$ cat config.mk
export PLATFORM = sky130hd
export DESIGN_NAME = pipelined_barrel_shifter
export DESIGN_NICKNAME = d
export VERILOG_FILES = /design/src/rtl/pipelined_barrel_shifter_pkg.sv /design/src/rtl/bs_mux_level.sv /design/src/rtl/pipelined_barrel_shifter.sv
export SDC_FILE = /design/constraint.sdc
export NUM_CORES = 1
export LEC_CHECK = 0
export BUFFER_PORTS_ARGS = -buffer_cell sky130_fd_sc_hd__buf_2
export CAP_MARGIN = 10
export CORE_MARGIN = 3
export CORE_UTILIZATION = 40
export CTS_CLUSTER_SIZE = 10
export DETAILED_ROUTE_END_ITERATION = 8
export PLACE_DENSITY_LB_ADDON = 0.15
export SLEW_MARGIN = 20
export SYNTH_ARGS = -nofsm -noshare
export SYNTH_HDL_FRONTEND = slang
export SYNTH_SLANG_ARGS = --single-unit
$ cat constraint.sdc
create_clock -name clk -period 6.4 [get_ports clk]
set_clock_uncertainty 0.05 [all_clocks]
set_input_delay 0.64 -clock clk [delete_from_list [all_inputs] [get_ports clk]]
set_output_delay 0.64 -clock clk [all_outputs]
set_load 0.02 [all_outputs]
$ cat src/rtl/pipelined_barrel_shifter_pkg.sv
// Shared opcode encoding and helpers for the pipelined barrel shifter.
package pipelined_barrel_shifter_pkg;

  localparam int OP_W = 3;

  typedef enum logic [OP_W-1:0] {
    OP_SLL = 3'b000,
    OP_SRL = 3'b001,
    OP_SRA = 3'b010,
    OP_ROL = 3'b011,
    OP_ROR = 3'b100
  } op_e;

  function automatic logic is_reserved(input logic [OP_W-1:0] op);
    return op > OP_ROR;
  endfunction

  // Left-moving ops take their carry from the top of the operand.
  function automatic logic shifts_left(input logic [OP_W-1:0] op);
    return (op == OP_SLL) || (op == OP_ROL);
  endfunction

endpackage

$ cat src/rtl/bs_mux_level.sv
// One combinational level of the log2 shift network: moves data by SHIFT_BY when en is set.
module bs_mux_level
  import pipelined_barrel_shifter_pkg::*;
#(
  parameter int DATA_WIDTH = 32,
  parameter int SHIFT_BY   = 1
) (
  input  logic [DATA_WIDTH-1:0] data,
  input  logic                  en,
  input  logic [OP_W-1:0]       op,
  output logic [DATA_WIDTH-1:0] shifted
);

  logic [DATA_WIDTH-1:0] moved;

  always_comb begin
    // NOTE: default assignment first, so every path assigns moved and no latch is inferred.
    moved = data;
    case (op)
      OP_SLL:  moved = data << SHIFT_BY;
      OP_SRL:  moved = data >> SHIFT_BY;
      OP_SRA:  moved = $signed(data) >>> SHIFT_BY;
      OP_ROL:  moved = {data[DATA_WIDTH-SHIFT_BY-1:0], data[DATA_WIDTH-1:DATA_WIDTH-SHIFT_BY]};
      OP_ROR:  moved = {data[SHIFT_BY-1:0], data[DATA_WIDTH-1:SHIFT_BY]};
      default: moved = data;
    endcase
  end

  assign shifted = en ? moved : data;

endmodule

$ cat src/rtl/pipelined_barrel_shifter.sv
// Pipelined shift/rotate unit: log2 mux network split into register stages,
// with a global-stall valid/ready handshake on both sides.
module pipelined_barrel_shifter
  import pipelined_barrel_shifter_pkg::*;
#(
  parameter  int DATA_WIDTH       = 32,
  parameter  int LEVELS_PER_STAGE = 2,
  localparam int SHIFT_W          = $clog2(DATA_WIDTH),
  localparam int NUM_STAGES       = (SHIFT_W + LEVELS_PER_STAGE - 1) / LEVELS_PER_STAGE
) (
  input  logic                  clk,
  input  logic                  rst_n,
  input  logic                  in_valid,
  output logic                  in_ready,
  input  logic [DATA_WIDTH-1:0] in_data,
  input  logic [SHIFT_W-1:0]    in_amt,
  input  logic [OP_W-1:0]       in_op,
  output logic                  out_valid,
  input  logic                  out_ready,
  output logic [DATA_WIDTH-1:0] out_data,
  output logic                  out_carry,
  output logic                  out_zero,
  output logic                  out_err
);

  localparam int CTL_N = (NUM_STAGES > 1) ? NUM_STAGES - 1 : 1;

  // Stage register banks; the last bank is the output register.
  logic [DATA_WIDTH-1:0] st_data  [NUM_STAGES];
  logic                  st_valid [NUM_STAGES];
  logic                  st_carry [NUM_STAGES];
  logic                  st_err   [NUM_STAGES];
  logic                  zero_q;
  logic [SHIFT_W-1:0]    ctl_amt  [CTL_N];
  logic [OP_W-1:0]       ctl_op   [CTL_N];

  logic [DATA_WIDTH-1:0] data_src  [NUM_STAGES];
  logic [SHIFT_W-1:0]    amt_src   [NUM_STAGES];
  logic [OP_W-1:0]       op_src    [NUM_STAGES];
  logic                  valid_src [NUM_STAGES];
  logic                  carry_src [NUM_STAGES];
  logic                  err_src   [NUM_STAGES];
  logic [DATA_WIDTH-1:0] stage_res [NUM_STAGES];
  logic [DATA_WIDTH-1:0] lvl_out   [SHIFT_W];

  logic               stall;
  logic               carry0;
  logic [SHIFT_W-1:0] neg_amt;
  logic [SHIFT_W-1:0] amt_m1;

  assign stall    = st_valid[NUM_STAGES-1] && !out_ready;
  assign in_ready = !stall;

  // W-k and k-1 are the operand bits that leave last for left and right moves.
  assign neg_amt = -in_amt;
  assign amt_m1  = in_amt - SHIFT_W'(1);

  always_comb begin
    carry0 = 1'b0;
    if (in_amt != '0 && !is_reserved(in_op)) begin
      carry0 = shifts_left(in_op) ? in_data[neg_amt] : in_data[amt_m1];
    end
  end

  for (genvar s = 0; s < NUM_STAGES; s++) begin : g_stage
    localparam int END_LVL = ((s + 1) * LEVELS_PER_STAGE < SHIFT_W)
                             ? (s + 1) * LEVELS_PER_STAGE : SHIFT_W;
    if (s == 0) begin : g_first
      assign data_src[s]  = in_data;
      assign amt_src[s]   = in_amt;
      assign op_src[s]    = in_op;
      assign valid_src[s] = in_valid;
      assign carry_src[s] = carry0;
      assign err_src[s]   = is_reserved(in_op);
    end else begin : g_next
      assign data_src[s]  = st_data[s-1];
      assign amt_src[s]   = ctl_amt[s-1];
      assign op_src[s]    = ctl_op[s-1];
      assign valid_src[s] = st_valid[s-1];
      assign carry_src[s] = st_carry[s-1];
      assign err_src[s]   = st_err[s-1];
    end
    assign stage_res[s] = lvl_out[END_LVL-1];
  end

  // Amount bits are consumed LSB-first; each stage hands the rest on right-aligned.
  for (genvar i = 0; i < SHIFT_W; i++) begin : g_lvl
    localparam int STG = i / LEVELS_PER_STAGE;
    localparam int POS = i % LEVELS_PER_STAGE;
    logic [DATA_WIDTH-1:0] lvl_in;
    if (POS == 0) begin : g_head
      assign lvl_in = data_src[STG];
    end else begin : g_chain
      assign lvl_in = lvl_out[i-1];
    end
    bs_mux_level #(
      .DATA_WIDTH (DATA_WIDTH),
      .SHIFT_BY   (1 << i)
    ) u_level (
      .data    (lvl_in),
      .en      (amt_src[STG][POS]),
      .op      (op_src[STG]),
      .shifted (lvl_out[i])
    );
  end

  always_ff @(posedge clk or negedge rst_n) begin
    if (!rst_n) begin
      // NOTE: data registers are reset as well as valids so outputs never show X.
      for (int s = 0; s < NUM_STAGES; s++) begin
        st_valid[s] <= 1'b0;
        st_data[s]  <= '0;
        st_carry[s] <= 1'b0;
        st_err[s]   <= 1'b0;
      end
      for (int c = 0; c < CTL_N; c++) begin
        ctl_amt[c] <= '0;
        ctl_op[c]  <= '0;
      end
      zero_q <= 1'b0;
    end else if (!stall) begin
      // NOTE: non-blocking so every stage samples the previous stage's old value.
      for (int s = 0; s < NUM_STAGES; s++) begin
        st_valid[s] <= valid_src[s];
        st_data[s]  <= stage_res[s];
        st_carry[s] <= carry_src[s];
        st_err[s]   <= err_src[s];
      end
      for (int c = 0; c < NUM_STAGES - 1; c++) begin
        ctl_amt[c] <= amt_src[c] >> LEVELS_PER_STAGE;
        ctl_op[c]  <= op_src[c];
      end
      zero_q <= (stage_res[NUM_STAGES-1] == '0);
    end
  end

  assign out_valid = st_valid[NUM_STAGES-1];
  assign out_data  = st_data[NUM_STAGES-1];
  assign out_carry = st_carry[NUM_STAGES-1];
  assign out_err   = st_err[NUM_STAGES-1];
  assign out_zero  = zero_q;

endmodule
==> qor.csv <==
metric;value;unit
max_freq;277.3;MHz
layout_min_cycle_time;3607;ps
initial_core_util;41.35;%
timing.reg2reg.setup_slack;3710;ps
detail-route-antenna-nets;0;
outcome;completed;
clockBufferDepth;2;
diodes;0;
wirelength;26430;um
worstMarginPinSlew;1033;ps
slew_headroom;30.99;%
start_kind;primary input;
slew_viol_final;0;
first_global_vias;7603;
drive_gt1_share;14.88;%
grt_max_degree;87;
reg2reg_from;ctl_op[5];
worstSkewPairLatency;420;ps
synth_edf_count;0;
cts_sinks;116;
clk_pin_slew_worst_paths;60;ps
portBuffers;80;
async_reset_ff_share;100.0;%
fill_cells;2028;
die-height;149.0;um
vias;8444;
ys.flop_type;dfrtp_1;
busiest_layer;met2;
grt_util_all_layers;23.88;%
cp-end-kind;flop;
syn_inst;1060;
h-tree-depth;4;
p_per_area;450.6;nW/um2
wl_per_cell;19.62;um
antenna_found_initial;0;
cp.arrival;3840;ps
ir_drop;0.1903;mV
ys_seq_area_share;35.48;%
cts_setup_buffers;0;
die_w;149.0;um
netlist-cell-type-count;50;
regArea;2903;um2
hpwlAfterDp;17990;um
ios;81;
drc;0;
nNetsFinal;1115;
cts_tree;yes;
rows;51;
ctsResizeCount;0;
mappedNetlistArea;8180;um2
tns;0;ps
use_met1;33.69;%
hp-class;primary input to asynchronous set/reset pin;
critical-path-slowest-cell;nand2_1;
maxCapViolCount;0;
p_leak;3.777;nW
hold_viol_final;0;
path_class;primary input to flop;
ys_ff_latch;116;
firstDrtPassIters;6;
grt_use_met2;38.42;%
die_area;22200;um2
critPathMaxStageDelay;1100;ps
total_power;4.160;mW
drt-initial-drc-count;880;
timing.rr.end;g_lvl[4].lvl_in[22];
area_growth;12.86;%
finalCritPeriodShare;56.35;%
cp_max_fo;43;
syn_avg_cell_area;7.717;um2
reg2reg_depth;6;
critical_path_required;6640;ps
ys_warn_count;0;
root_buffer;clkbuf_16;
path_cells;buf_2 > clkinv_1 > nand2_1 > nor2_1 > a221oi_1 > o21ai_0;
rsz0062_at_grt;no;
multiInputGateArea;4847;um2
grt_overflow;0;
place.gp.congestion;0.8437;
vias_per_cell;6.269;
synthesis.nets;1106;
grt_pass1_wl;42860;um
holdBufCountCts;0;
endpoint;g_lvl[2].lvl_in[2];
hold_slack;166.2;ps
setup_viol;0;
use_met3;3.403;%
core;19780;um2
cts_buffers;17;
startpoint;in_op[2];
[critical path: cells and delay by family]
family / cells / cell delay, ps
buffers and inverters: 2 / 1520
AOI/OAI and AO/OA: 2 / 440
and+or+nand+nor: 2 / 1210
[layout make-up]
| type | instances | share of cell area [%] |
|---|---|---|
| sequential | 116 | 31.44 |
| timing repair buffer | 95 | 5.583 |
| clock inverter | 13 | 1.599 |
| clock buffer | 19 | 4.906 |
| inverter | 9 | 0.3795 |
| tap | 265 | 3.591 |
| multi-input combinational | 830 | 52.50 |
[Yosys cell counts, types with 7 or more instances]
master,number,share of area [%]
dfrtp_1,116,35
a22oi_1,9,0.83
o31ai_1,9,0.83
nand3_1,50,3.1
buf_2,10,0.61
a21o_1,25,2.3
clkbuf_1,86,3.9
o22ai_1,24,1.8
a31oi_1,74,5.7
and2_1,7,0.54
buf_1,7,0.32
a221oi_1,51,5.5
nor2_1,115,5.3
mux4_2,20,5.5
o21ai_0,134,8.2
inv_1,8,0.37
nand2_1,155,7.1
a21oi_1,79,4.8
[cells by family (layout without fill, tap and decap cells)]
family	Yosys count	in the layout	share of synthesized area, %
AO/OA/AOI/OAI	433	433	32.61
XOR/XNOR	6	6	0.6424
adder cells (fa/ha/maj)	4	4	0.5506
buffers and inverters	114	136	5.567
flip-flops	116	116	35.48
multiplexers	31	31	6.929
AND/OR/NAND/NOR	356	356	18.22
[worst min path at each step]
stage / cells after the start / start / to / slack [ps]
global route: 1 / rst_n / out_carry / 210
detailed placement: 2 / st_valid[1] / st_valid[1] / 400
CTS: 1 / rst_n / out_valid / 180
floorplan: 0 / rst_n / amt_src[0] / 290
finish: 1 / rst_n / st_valid[1] / 170
global placement: 2 / out_carry / out_carry / 400
[placed cells by master, fill, tap and decap left out, types with 24 or more instances in the layout]
| master | count |
|---|---|
| a21o_1 | 25 |
| a21oi_1 | 79 |
| a221oi_1 | 51 |
| a31oi_1 | 74 |
| buf_2 | 79 |
| dfrtp_1 | 116 |
| nand2_1 | 155 |
| nand3_1 | 50 |
| nor2_1 | 113 |
| o21ai_0 | 134 |
| o22ai_1 | 24 |
[report_power, final]
group	switching [mW]	internal, mW	leakage, nW
Sequential	0.389	1.04	1.36
Clock	0.371	0.599	0.295
Combinational	1.13	0.624	2.12
[sequential cells by signal (all words and copies together) (netlist names)]
| signal | count |
|---|---|
| out_carry | 1 |
| out_data | 32 |
| ctl_op | 6 |
| out_valid | 1 |
| err_src | 2 |
| out_zero | 1 |
| g_lvl.lvl_in | 64 |
| out_err | 1 |
| carry_src | 2 |
| amt_src | 4 |
| st_valid | 2 |
[routing by layer]
layer  share of wire (%)  vias up
met1                  44     4077
met3                 5.8       44
met2                  48      350
met5                   0        -
li1                    -     3973
met4                 2.0        0
[metrics by stage]
stage                     instances  utilization (%)  area [um2]  setup WS, ps
after floorplan                1060                -        8180          3092
after global placement         1315            43.63        8631          2491
after detailed placement       1315            43.63        8631          2460
after CTS                      1347            46.67        9231          2903
after global routing           1347            46.67        9233          2542
final                          1347            46.67        9233          2793
Power figures use the tool's default switching activity.
